<file path="src/rtl/water_inlet_arbiter_if.sv">
// Bundle of the fill request/grant signals between the washing machine
// controllers and the water inlet arbiter.
interface water_inlet_arbiter_if #(
  parameter int N_MACHINES = 4,
  parameter int ID_W       = 2
);
  logic [N_MACHINES-1:0] fill_req;
  logic [N_MACHINES-1:0] fill_done;
  logic [N_MACHINES-1:0] grant;
  logic [ID_W-1:0]       grant_id;
  logic                  main_valve;
  logic                  busy;
  logic                  timeout_err;
  logic [ID_W-1:0]       timeout_id;
  logic [15:0]           grant_count;

  modport master (
    output fill_req, fill_done,
    input  grant, grant_id, main_valve, busy, timeout_err, timeout_id, grant_count
  );

  modport slave (
    input  fill_req, fill_done,
    output grant, grant_id, main_valve, busy, timeout_err, timeout_id, grant_count
  );
endinterface

</file>
<file path="src/rtl/water_inlet_arbiter.sv">
// Round-robin arbiter sharing the mains water inlet between N machine controllers,
// with fill timeout, valve-settle cooldown and emergency stop. WATER_ARB_STATS_EN adds a grant counter.
module water_inlet_arbiter #(
  parameter int N_MACHINES      = 4,
  parameter int ID_W            = 2,
  parameter int MAX_FILL_CYCLES = 16,
  parameter int COOLDOWN_CYCLES = 2
) (
  input  logic                  clk,
  input  logic                  reset,
  input  logic                  stop,
  water_inlet_arbiter_if.slave  bus
);

  typedef enum logic [1:0] {S_IDLE, S_GRANT, S_COOLDOWN} state_t;

  state_t                r_state, w_state_next;
  logic [7:0]            r_timer, w_timer_next;
  logic [ID_W-1:0]       r_rr_ptr, w_rr_ptr_next;
  logic [N_MACHINES-1:0] r_grant, w_grant_next;
  logic [ID_W-1:0]       r_grant_id, w_grant_id_next;
  logic                  r_main_valve, w_main_valve_next;
  logic                  r_busy, w_busy_next;
  logic                  r_timeout_err, w_timeout_err_next;
  logic [ID_W-1:0]       r_timeout_id, w_timeout_id_next;

  logic [2*N_MACHINES-1:0] w_req2;
  logic [N_MACHINES-1:0]   w_rot;
  logic                    w_pick_found;
  logic [ID_W-1:0]         w_pick_id;
  logic                    w_done_g, w_req_g, w_timer_max, w_release, w_timeout;
  logic                    w_cool_end;
  logic [ID_W-1:0]         w_rr_after;

  // Rotate requests so bit 0 is the round-robin pointer; lowest set bit wins.
  assign w_req2 = {bus.fill_req, bus.fill_req};
  assign w_rot  = N_MACHINES'(w_req2 >> r_rr_ptr);

  always_comb begin
    w_pick_found = 1'b0;
    w_pick_id    = '0;
    for (int k = N_MACHINES - 1; k >= 0; k--) begin
      if (w_rot[k]) begin
        w_pick_found = 1'b1;
        w_pick_id    = (int'(r_rr_ptr) + k >= N_MACHINES) ?
                       ID_W'(int'(r_rr_ptr) + k - N_MACHINES) : ID_W'(int'(r_rr_ptr) + k);
      end
    end
  end

  assign w_done_g    = bus.fill_done[r_grant_id];
  assign w_req_g     = bus.fill_req[r_grant_id];
  assign w_timer_max = (r_timer == 8'(MAX_FILL_CYCLES - 1));
  assign w_release   = w_done_g || !w_req_g || w_timer_max;
  // A done pulse coinciding with the last timer cycle counts as a normal release.
  assign w_timeout   = w_timer_max && !w_done_g && w_req_g;
  assign w_cool_end  = (r_timer == 8'(COOLDOWN_CYCLES - 1));
  assign w_rr_after  = (r_grant_id == ID_W'(N_MACHINES - 1)) ? '0 : r_grant_id + ID_W'(1);

  always_ff @(posedge clk) begin
    if (reset) r_state <= S_IDLE;
    else       r_state <= w_state_next;
  end

  always_comb begin
    w_state_next = r_state;
    if (stop) begin
      w_state_next = S_IDLE;
    end else begin
      case (r_state)
        S_IDLE:     if (w_pick_found) w_state_next = S_GRANT;
        S_GRANT:    if (w_release) w_state_next = (COOLDOWN_CYCLES > 0) ? S_COOLDOWN : S_IDLE;
        S_COOLDOWN: if (w_cool_end) w_state_next = S_IDLE;
        default:    w_state_next = S_IDLE;
      endcase
    end
  end

  always_comb begin
    w_timer_next       = r_timer;
    w_rr_ptr_next      = r_rr_ptr;
    w_grant_next       = r_grant;
    w_grant_id_next    = r_grant_id;
    w_main_valve_next  = r_main_valve;
    w_timeout_err_next = 1'b0;
    w_timeout_id_next  = r_timeout_id;
    if (stop) begin
      w_timer_next      = '0;
      w_grant_next      = '0;
      w_grant_id_next   = '0;
      w_main_valve_next = 1'b0;
      if (r_state == S_GRANT) w_rr_ptr_next = w_rr_after;
    end else begin
      case (r_state)
        S_IDLE: begin
          if (w_pick_found) begin
            w_grant_next      = N_MACHINES'(1) << w_pick_id;
            w_grant_id_next   = w_pick_id;
            w_main_valve_next = 1'b1;
            w_timer_next      = '0;
          end
        end
        S_GRANT: begin
          if (w_release) begin
            w_grant_next       = '0;
            w_grant_id_next    = '0;
            w_main_valve_next  = 1'b0;
            w_timer_next       = '0;
            w_rr_ptr_next      = w_rr_after;
            w_timeout_err_next = w_timeout;
            if (w_timeout) w_timeout_id_next = r_grant_id;
          end else begin
            w_timer_next = r_timer + 8'd1;
          end
        end
        S_COOLDOWN: w_timer_next = w_cool_end ? 8'd0 : r_timer + 8'd1;
        default:    w_timer_next = '0;
      endcase
    end
    w_busy_next = (w_state_next != S_IDLE);
  end

  always_ff @(posedge clk) begin
    if (reset) begin
      r_timer       <= '0;
      r_rr_ptr      <= '0;
      r_grant       <= '0;
      r_grant_id    <= '0;
      r_main_valve  <= 1'b0;
      r_busy        <= 1'b0;
      r_timeout_err <= 1'b0;
      r_timeout_id  <= '0;
    end else begin
      r_timer       <= w_timer_next;
      r_rr_ptr      <= w_rr_ptr_next;
      r_grant       <= w_grant_next;
      r_grant_id    <= w_grant_id_next;
      r_main_valve  <= w_main_valve_next;
      r_busy        <= w_busy_next;
      r_timeout_err <= w_timeout_err_next;
      r_timeout_id  <= w_timeout_id_next;
    end
  end

  assign bus.grant       = r_grant;
  assign bus.grant_id    = r_grant_id;
  assign bus.main_valve  = r_main_valve;
  assign bus.busy        = r_busy;
  assign bus.timeout_err = r_timeout_err;
  assign bus.timeout_id  = r_timeout_id;

`ifdef WATER_ARB_STATS_EN
  logic [15:0] r_grant_count;

  always_ff @(posedge clk) begin
    if (reset)
      r_grant_count <= '0;
    else if (r_state == S_IDLE && w_state_next == S_GRANT && r_grant_count != 16'hFFFF)
      r_grant_count <= r_grant_count + 16'd1;
  end

  assign bus.grant_count = r_grant_count;
`else
  assign bus.grant_count = '0;
`endif

endmodule
</file>
<file path="src/flat_wrapper.sv">
// flat-port wrapper written by rule: the top's interface ports become plain ports
module water_inlet_arbiter_flat 
#(
  parameter int N_MACHINES      = 4,
  parameter int ID_W            = 2,
  parameter int MAX_FILL_CYCLES = 16,
  parameter int COOLDOWN_CYCLES = 2
)
  (clk, reset, stop, bus_fill_req, bus_fill_done, bus_grant, bus_grant_id, bus_main_valve, bus_busy, bus_timeout_err, bus_timeout_id, bus_grant_count);
  water_inlet_arbiter_if #(.N_MACHINES(N_MACHINES), .ID_W(ID_W)) bus_i ();
  input  logic clk;
  input  logic reset;
  input  logic stop;
  input wire logic [$bits(bus_i.fill_req)-1:0] bus_fill_req;
  input wire logic [$bits(bus_i.fill_done)-1:0] bus_fill_done;
  output wire logic [$bits(bus_i.grant)-1:0] bus_grant;
  output wire logic [$bits(bus_i.grant_id)-1:0] bus_grant_id;
  output wire logic [$bits(bus_i.main_valve)-1:0] bus_main_valve;
  output wire logic [$bits(bus_i.busy)-1:0] bus_busy;
  output wire logic [$bits(bus_i.timeout_err)-1:0] bus_timeout_err;
  output wire logic [$bits(bus_i.timeout_id)-1:0] bus_timeout_id;
  output wire logic [$bits(bus_i.grant_count)-1:0] bus_grant_count;
  assign bus_i.fill_req = bus_fill_req;
  assign bus_i.fill_done = bus_fill_done;
  assign bus_grant = bus_i.grant;
  assign bus_grant_id = bus_i.grant_id;
  assign bus_main_valve = bus_i.main_valve;
  assign bus_busy = bus_i.busy;
  assign bus_timeout_err = bus_i.timeout_err;
  assign bus_timeout_id = bus_i.timeout_id;
  assign bus_grant_count = bus_i.grant_count;
  water_inlet_arbiter #(.N_MACHINES(N_MACHINES), .ID_W(ID_W), .MAX_FILL_CYCLES(MAX_FILL_CYCLES), .COOLDOWN_CYCLES(COOLDOWN_CYCLES)) u_core (.clk(clk), .reset(reset), .stop(stop), .bus(bus_i));
endmodule
</file>
<file path="config.mk">
export PLATFORM = sky130hd
export DESIGN_NAME = water_inlet_arbiter_flat
export DESIGN_NICKNAME = d
export VERILOG_FILES = /design/src/rtl/water_inlet_arbiter_if.sv /design/src/rtl/water_inlet_arbiter.sv /design/src/flat_wrapper.sv
export SDC_FILE = /design/constraint.sdc
export NUM_CORES = 1
export LEC_CHECK = 0
export ABC_AREA = 0
export BUFFER_PORTS_ARGS = -buffer_cell sky130_fd_sc_hd__buf_2
export CAP_MARGIN = 10
export CORE_MARGIN = 2
export CORE_UTILIZATION = 48
export DETAILED_ROUTE_END_ITERATION = 8
export PLACE_DENSITY = 0.85
export SLEW_MARGIN = 20
export SYNTH_ARGS = -nofsm -noshare
export SYNTH_HDL_FRONTEND = slang
export SYNTH_SLANG_ARGS = --single-unit
</file>
<file path="constraint.sdc">
create_clock -name clk -period 4.1 [get_ports clk]
set_clock_uncertainty 0.15 [all_clocks]
set_input_delay 0.615 -clock clk [delete_from_list [all_inputs] [get_ports clk]]
set_output_delay 0.615 -clock clk [all_outputs]
set_load 0.02 [all_outputs]
</file>
* Yosys cells after proc, flatten, opt, wreduce, memory -nomap -nowiden
Cells that the tools add are included.
** Storage, ports and cells
- Flip-flop bits (word level) :: 23
- Logic and storage cells :: 89
** Operators by class
- Add/sub/neg operators :: 9
- $lt $le $gt $ge :: 5
- Equality and inequality tests :: 7
- Shifts and indexed selects :: 2
- Multiplexer cells :: 39
- Bitwise logic cells :: 3
- Reduce and logical (&&, ||, !) cells :: 15
** Operators by type and width (number)
- 2-to-1 mux 2 bit :: 19
- 2-to-1 mux 8 bit :: 3
- one-hot mux 8 bit (3 select lines) :: 1
- >= comparator 3 bit, second input constant :: 3
- adder 8 x 1 -> 8 bit, second input constant :: 1
- == test 8 x 1 -> 1 bit, second input constant :: 1
- == test 8 x 4 -> 1 bit, second input constant :: 1
- 2-to-1 mux 1 bit :: 8
- 2-to-1 mux 4 bit :: 2
- one-hot mux 4 bit (2 select lines) :: 1
- right shift 8 x 2 -> 4 bit :: 1
- subtractor 2 x 1 -> 2 bit, second input constant :: 4
- adder 2 x 2 -> 3 bit, second input constant :: 2
- one-hot mux 2 bit (3 select lines) :: 1
- nonzero test 2 bit :: 3
- binary-select mux 1 bit (select 2 bit) :: 2
- == test 2 bit, second input constant :: 2
- != test 2 x 1 -> 1 bit, second input constant :: 2
- one-hot mux 2 bit (2 select lines) :: 1
- AND reduction 4 bit :: 1
- OR reduction 4 bit :: 1
- left shift 1 x 2 -> 4 bit, first input constant :: 1
- adder 2 x 1 -> 3 bit, second input constant :: 1
- >= comparator 2 x 3 -> 1 bit, second input constant :: 1
- 12 further kinds :: 17

* Longest topological paths before layout
Gate-level depths: netlist of run 1.
- Word-level depth :: 10
- Depth in mapped cells :: 7
- Gate-level depth less buffers :: 6

* Worst setup path before layout of run 1
Ideal clock, no wire load.
- Kind :: input-to-reg
- Start point :: input bus_fill_done[3]
- End point :: register u_core.r_rr_ptr[0]
- Data arrival time :: 1841 ps
- Required time :: 3827 ps
- Slack :: 1985 ps
- Stages :: 4
- Buffers on the path :: 0
- Cell sequence :: nand2b_1 -> mux4_2 -> o31ai_4 -> mux2_1
** Between the ends
- Cells in the longest elaborated chain, start to end :: 6
** RTL lines
- start: declaration :: line flat_wrapper.sv:15 : input wire logic [$bits(bus_i.fill_done)-1:0] bus_fill_done;
- binary-select mux 1 bit (select 2 bit) :: line water_inlet_arbiter.sv:51 : assign w_done_g = bus.fill_done[r_grant_id];
- 2-to-1 mux 1 bit (implied by the code) :: line water_inlet_arbiter.sv:51
- logical OR 1 bit (2 in a row) :: line water_inlet_arbiter.sv:54 : assign w_release = w_done_g || !w_req_g || w_timer_max;
- nonzero test 2 bit (no line)
- AND reduction 2 bit (no line)
- end signal: assignment :: line water_inlet_arbiter.sv:135 : r_rr_ptr <= w_rr_ptr_next;
- end: declaration :: line water_inlet_arbiter.sv:19 : logic [ID_W-1:0] r_rr_ptr, w_rr_ptr_next;
Every way passes these cells. The select of a mux whose other input is x is not followed.
A chain may end at the register's enable or synchronous reset.

* Final worst setup path of run 1
- Start point :: register u_core.r_state[1]
- End point :: register u_core.r_grant[1] (netlist: u_core.bus.grant[1])
** Between the ends
- Cells in the longest elaborated chain, start to end :: 3
- Elaborated cells between the ends (all ways) :: 7
- Classes of those cells :: eq/ne (3); mux (1); reduce/logical (3)
** RTL lines
- start: declaration :: line water_inlet_arbiter.sv:17 : state_t r_state, w_state_next;
- start signal: assignment :: line water_inlet_arbiter.sv:62 : else r_state <= w_state_next;
- == test 2 x 1 -> 1 bit or logical NOT 2 bit (tied branches) :: line water_inlet_arbiter.sv:94 : case (r_state)
- != test 2 x 1 -> 1 bit (no line) or nonzero test 2 bit (tied branches)
- AND reduction 3 bit (no line)
- end signal: assignment :: line water_inlet_arbiter.sv:136 : r_grant <= w_grant_next;
- end: declaration :: line water_inlet_arbiter.sv:20 : logic [N_MACHINES-1:0] r_grant, w_grant_next;
Parallel ways exist; a longest one is shown, timed or not.

==> results of run 1 <==
==> cell families (layout without fill, tap and decap cells) <==
logic type | after synthesis | in the layout | share of synthesized area
buffers and inverters | 29 | 32 | 0.119
AOI/OAI and AO/OA | 37 | 37 | 0.197
xor gates and xnor gates | 2 | 2 | 0.0118
other | 1 | 16 | 0.00252
adders and majority gates | 7 | 7 | 0.0588
DFF | 23 | 23 | 0.309
muxes | 6 | 6 | 0.0580
and+or+nand+nor | 65 | 65 | 0.244
==> per-layer routing <==
metal  vias to the layer above  track usage  routed length [µm]  part of all wire
li1                        628            -                   -                 -
met1                       561        0.241                1410              0.49
met2                        47        0.264                1250              0.43
met3                         5       0.0325                 153             0.053
met5                         -            0                   0                 0
met4                         0       0.0952                  68             0.024
==> sequential cells by signal (all words and copies together), names as in the netlist <==
register,flops
u_core.r_state,2
u_core.r_rr_ptr,2
u_core.bus.grant,4
u_core.bus.main_valve,1
u_core.bus.timeout_id,2
u_core.r_timer,8
u_core.bus.busy,1
u_core.bus.timeout_err,1
u_core.bus.grant_id,2
==> cell usage in the layout, fill, tap and decap left out, types with 3 or more instances in the layout <==
master / count
clkbuf_4: 3
nand2_1: 11
nor2_1: 8
o21ai_0: 4
o32ai_1: 7
ha_1: 7
dfxtp_1: 23
nor4_1: 3
a21oi_1: 5
nand3_1: 8
nor2b_1: 8
a211oi_1: 5
inv_1: 7
nor3_1: 7
buf_2: 21
nand2b_1: 8
conb_1: 16
mux2i_1: 3
==> cell type report <==
| class | instances | share of cell area |
|---|---|---|
| timing repair buffer | 21 | 0.0671 |
| inverter | 7 | 0.0168 |
| multi-input combinational | 133 | 0.579 |
| sequential | 23 | 0.294 |
| tap | 33 | 0.0264 |
| clock buffer | 4 | 0.0168 |
==> power groups by stage <==
stage               Sequential (W)  Clock (W)  Combinational (W)
floorplan                 0.000242          0          0.0000737
global placement          0.000238          0          0.0000849
detailed placement        0.000238          0          0.0000860
CTS                       0.000234   0.000112          0.0000864
global route              0.000234   0.000118          0.0000953
finish                    0.000234   0.000108          0.0000869
==> synth_stat cells, types with 4 or more instances <==
library cell	n
nor2b_1	8
ha_1	7
nand2b_1	8
o32ai_1	7
nor2_1	8
buf_4	16
nor3_1	7
dfxtp_1	23
nand2_1	11
clkbuf_1	4
o21ai_0	4
a21oi_1	5
a211oi_1	5
inv_1	7
nand3_1	8
==> critical path, delay by kind of cell (launching register included) <==
kind                     cells  cell delay, ps
AO/OA/AOI/OAI                1             240
adder cells (fa/ha/maj)      1             300
buffers and inverters        1              90
flip-flops                   1             430
AND/OR/NAND/NOR              2             900
==> path summary, 6_finish.rpt <==
kind | start | end | slack, ps
setup / recovery | u_core.r_state[1]$_SDFF_PP0_ | u_core.bus.grant[1]$_SDFFE_PP0P_ | 1900
hold / removal | u_core.bus.grant[2]$_SDFFE_PP0P_ | u_core.bus.grant[2]$_SDFFE_PP0P_ | 330
setup reg to reg | u_core.r_state[1]$_SDFF_PP0_ | u_core.bus.grant[1]$_SDFFE_PP0P_ | 1900
hold reg to reg | u_core.bus.grant[2]$_SDFFE_PP0P_ | u_core.bus.grant[2]$_SDFFE_PP0P_ | 330
==> through the flow <==
step            util  power (W)  hold WS (ps)  instances
3_3_place_gp   0.513   0.000323           302        217
2_1_floorplan      -   0.000316           340        185
5_1_grt        0.522   0.000447           357        221
3_5_place_dp   0.513   0.000324           304        217
4_1_cts        0.522   0.000432           330        221
6_report       0.522   0.000428           331        221
==> results.py, run 1 <==
metrics = {
    "setup_path": {
        "cp_slowest_stage_delay_ps": 530,
        "critPathMaxFanout": 8,
        "crit_type": "flop to flop",
        "r2r_cells": 5,
        "crit_chain": "inv_1, ha_1, nor3_1, or4b_1, o32ai_1",
        "cp.arrival_ps": 2290,
        "cp-end-kind": "flop",
        "critPathLaunchType": "flop",
        "critical_path_required_ps": 4190,
        "critPathSlowestCell": "or4b_1",
    },
    "synthesis": {
        "synth_top_flop_cell": "dfxtp_1",
        "yosys.area.top_type_share": 0.309,
        "synth_area_um2": 1490,
        "synth_edf_count": 0,
        "syn-instance-count": 170,
        "synth_seq_area_share": 0.309,
        "ys_ff_latch": 23,
        "yosys_warnings": 0,
        "synth_top_cells_by_area": "dfxtp_1 (31%), buf_4 (8.1%), ha_1 (5.9%)",
        "yosys.area.top_type": "dfxtp_1",
        "async_flop_share": 0,
        "avgSynthCellArea_um2": 8.76,
        "synth_cell_type_count": 48,
    },
    "clock_network": {
        "clk_latency_ps": 320,
        "clockRootBuffer": "clkbuf_4",
        "cts_buffers": 3,
        "cts.clk_slew.worst_paths_ps": 120,
        "ctsResizeCount": 0,
        "clock_path_buffers": 2,
        "htreeDepth": 1,
        "cts_setup_buffers": 0,
        "postCtsHoldBufs": 0,
        "cts_sinks": 23,
        "cts_tree": "done",
    },
    "power_and_ir_drop": {
        "swShare": 0.307,
        "seq_power_share": 0.545,
        "clock_power_share": 0.252,
        "p_leak_nw": 0.619,
        "pwr-share-comb": 0.203,
        "p_sw_w": 0.000131,
        "vdd_drop_max_mv": 0.0968,
        "power.density_nw_per_um2": 273,
        "p_int_w": 0.000297,
    },
    "grt": {
        "grt_pass1_wl_mm": 4.76,
        "antenna_found_initial": 0,
        "first_global_vias": 1093,
        "grt_max_degree": 13,
        "grtUsageTotal": 0.177,
        "grt.overflow.total": 0,
    },
    "sta": {
        "setup_viol": 0,
        "report.final.hold_viol_count": 0,
        "setup_tns_ps": 0,
        "fin_crit_sh": 0.536,
        "fin_ws_ps": 1900,
        "fmax_ghz": 0.455,
        "tightest_slew_ps": 692,
        "min_period_ps": 2200,
        "rsz0062_at_grt": "no",
        "maxSlewViolCount": 0,
        "slew-limit-headroom": 0.537,
    },
    "route": {
        "wl_mm": 2.88,
        "dr_total_vias": 1241,
        "vias_per_cell": 5.62,
        "post-route-drc-count": 0,
        "drtIter0Drc": 51,
        "wire_per_inst_um": 13.0,
        "drtAntennaViolNets": 0,
        "drt_pass1_iterations": 6,
    },
    "finish": {
        "drive_gt1_frac": 0.176,
        "seq_area_um2": 460,
        "insertedDiodeCount": 0,
        "multi_input_area_um2": 907,
        "nNetsFinal": 207,
        "area_delta_synth_final_pct": 5.21,
        "nFillCells": 281,
        "design_area_um2": 1570,
    },
    "outcome": {
        "status": "finished, final reports clean",
    },
    "floorplanning": {
        "die_y_um": 59.7,
        "pin_count": 38,
        "initial_core_util": 0.496,
        "die_w_um": 59.7,
        "rows": 20,
        "core_um2": 3000,
        "die_area_um2": 3560,
    },
    "min_path": {
        "holdPathStages": 2,
        "worstHoldPathType": "flop to flop",
    },
    "place": {
        "post-dp-hpwl_mm": 2.19,
        "portBuffers": 21,
        "placed_area_um2": 1540,
        "dp_slack_ps": 1760,
        "gp_congestion": 0.807,
    },
    "job": {
        "maxCapViolCount": 0,
    },
}
Power figures use the tool's default switching activity.
==> run 2, diff against run 1 <==
==> constraint.sdc (replaced) <==
create_clock -name clk -period 2.3 [get_ports clk]
set_clock_uncertainty 0.15 [all_clocks]
set_input_delay 0.345 -clock clk [delete_from_list [all_inputs] [get_ports clk]]
set_output_delay 0.345 -clock clk [all_outputs]
set_load 0.02 [all_outputs]
==> results.py, run 2 (synthesized netlist as in run 1, its figures left out) <==
metrics = {
    "finish": {
        "final_cell_mix": "dfxtp_1 (23), buf_2 (21), conb_1 (16)",
        "nNetsFinal": 210,
        "design_area_um2": 1600,
        "insertedDiodeCount": 0,
        "largest-register": "u_core.r_timer",
        "drive_gt1_frac": 0.204,
        "area_delta_synth_final_pct": 7.39,
        "final_common_cell": "dfxtp_1",
        "largest_register_ffs": 8,
    },
    "sta": {
        "tightest_slew_ps": 637,
        "fmax_ghz": 0.470,
        "fin_crit_sh": 0.925,
        "slew-limit-headroom": 0.572,
        "rsz0062_at_grt": "no",
        "maxSlewViolCount": 0,
        "min_period_ps": 2130,
        "setup_viol": 0,
        "report.final.hold_viol_count": 0,
        "setup_tns_ps": 0,
    },
    "place": {
        "post-dp-hpwl_mm": 2.32,
        "placed_area_um2": 1560,
        "portBuffers": 21,
        "gp_congestion": 0.806,
    },
    "clock_network": {
        "clk_latency_ps": 320,
        "cts_buffers": 3,
        "cts_setup_buffers": 0,
        "cts.clk_slew.worst_paths_ps": 130,
        "htreeDepth": 1,
        "clock_path_buffers": 2,
        "cts_tree": "done",
        "cts_sinks": 23,
        "clockRootBuffer": "clkbuf_4",
        "postCtsHoldBufs": 0,
    },
    "setup_path": {
        "rrSetupSlack_ps": 170,
        "cp.arrival_ps": 2220,
        "cp-end-kind": "flop",
        "critical_path_required_ps": 2390,
        "critPathMaxFanout": 8,
        "r2r-start": "u_core.r_state[1]$_SDFF_PP0_",
        "critPathLaunchType": "flop",
        "r2r_cells": 6,
        "crit_type": "flop to flop",
        "rr_endpoint": "u_core.bus.grant[3]$_SDFFE_PP0P_",
    },
    "route": {
        "wire_per_inst_um": 13.3,
        "drt_pass1_iterations": 4,
        "dr_total_vias": 1288,
        "drtAntennaViolNets": 0,
        "vias_per_cell": 5.75,
        "post-route-drc-count": 0,
        "wl_mm": 2.99,
        "drtIter0Drc": 49,
    },
    "grt": {
        "grtUsageTotal": 0.177,
        "grt.overflow.total": 0,
        "first_global_vias": 1103,
        "grt_max_degree": 14,
        "antenna_found_initial": 0,
        "grt_pass1_wl_mm": 4.78,
    },
    "floorplanning": {
        "initial_core_util": 0.496,
        "rows": 20,
        "die_y_um": 59.7,
        "die_area_um2": 3560,
        "pin_count": 38,
        "die_w_um": 59.7,
        "core_um2": 3000,
    },
    "outcome": {
        "status": "finished, final reports clean",
    },
    "power_and_ir_drop": {
        "vdd_drop_max_mv": 0.178,
        "p_leak_nw": 0.638,
        "power.density_nw_per_um2": 482,
    },
    "min_path": {
        "worstHoldEndpoint": "u_core.bus.timeout_id[0]$_SDFFE_PP0P_",
        "worstHoldPathType": "input port to flop",
        "hp-start": "reset",
        "holdPathStages": 2,
    },
    "job": {
        "maxCapViolCount": 0,
    },
}
[run 2: changes by cell type in the layout (fill, tap and decap cells not counted)]
cell / before / now
buf_4: 0 / 3
clkinv_2: 0 / 1
nor3_1: 7 / 6
a21boi_1: 1 / 0
a21boi_2: 0 / 1
nor3_2: 1 / 2
clkbuf_1: 1 / 0
[run 2: worst max-delay path by stage]
stage | from | endpoint | slack [ps] | cells past startpoint
floorplan | u_core.bus.grant_id[1]$_SDFFE_PP0P_ | u_core.r_rr_ptr[0]$_SDFFE_PP0P_ | 300 | 3
global placement | u_core.r_state[1]$_SDFF_PP0_ | u_core.bus.grant[1]$_SDFFE_PP0P_ | 180 | 6
detailed placement | u_core.r_state[1]$_SDFF_PP0_ | u_core.bus.grant[3]$_SDFFE_PP0P_ | 140 | 6
CTS | u_core.r_state[1]$_SDFF_PP0_ | u_core.bus.grant[3]$_SDFFE_PP0P_ | 80 | 6
global route | u_core.r_state[1]$_SDFF_PP0_ | u_core.bus.grant[3]$_SDFFE_PP0P_ | 30 | 6
finish | u_core.r_state[1]$_SDFF_PP0_ | u_core.bus.grant[3]$_SDFFE_PP0P_ | 170 | 6
[run 2: routing by layer]
layer	track usage	vias up	wire [µm]
met5	0	-	0
met4	0.0825	0	55
met3	0.0195	5	129
met2	0.284	42	1430
met1	0.237	605	1380
li1	-	636	-
[run 2: through the flow]
step | cells | total power, W | worst slack (ps) | hold WS (ps) | utilization
floorplan | 185 | 0.000563 | 299 | 340 | -
global placement | 220 | 0.000580 | 175 | 296 | 0.520
detailed placement | 220 | 0.000583 | 142 | 299 | 0.520
CTS | 224 | 0.000774 | 78.4 | 125 | 0.530
global route | 224 | 0.000814 | 26.7 | 116 | 0.533
finish | 224 | 0.000770 | 173 | 130 | 0.533
[run 2: where the power goes]
part | total [W] | switching, W | internal [W] | leakage, nW
logic | 0.000160 | 0.000104 | 0.0000562 | 0.434
clock network | 0.000194 | 0.000129 | 0.0000651 | 0.0177
registers | 0.000417 | 0.00000816 | 0.000408 | 0.186
[run 2: layout make-up]
type | count | area (µm²)
Multi-Input combinational cell | 133 | 916
Clock buffer | 3 | 22.5
Fill cell | 284 | 1400
Sequential cell | 23 | 460
Timing Repair Buffer | 24 | 128
Clock inverter | 1 | 5.00
Inverter | 7 | 26.3
Tap cell | 33 | 41.3
[run 2: worst max-delay path, stage by stage, from the launching register on]
cell     delay [ps]
dfxtp_1         380
inv_1           110
ha_1            310
inv_1           110
nor3_2          230
or4b_1          520
o32ai_1         240
[run 2: repair_timing]
| action | in CTS | in global routing |
|---|---|---|
| gates resized for setup | 0 | 2 |
| endpoints found under the hold margin | 0 | 0 |
| endpoints found under the setup margin | 0 | 2 |
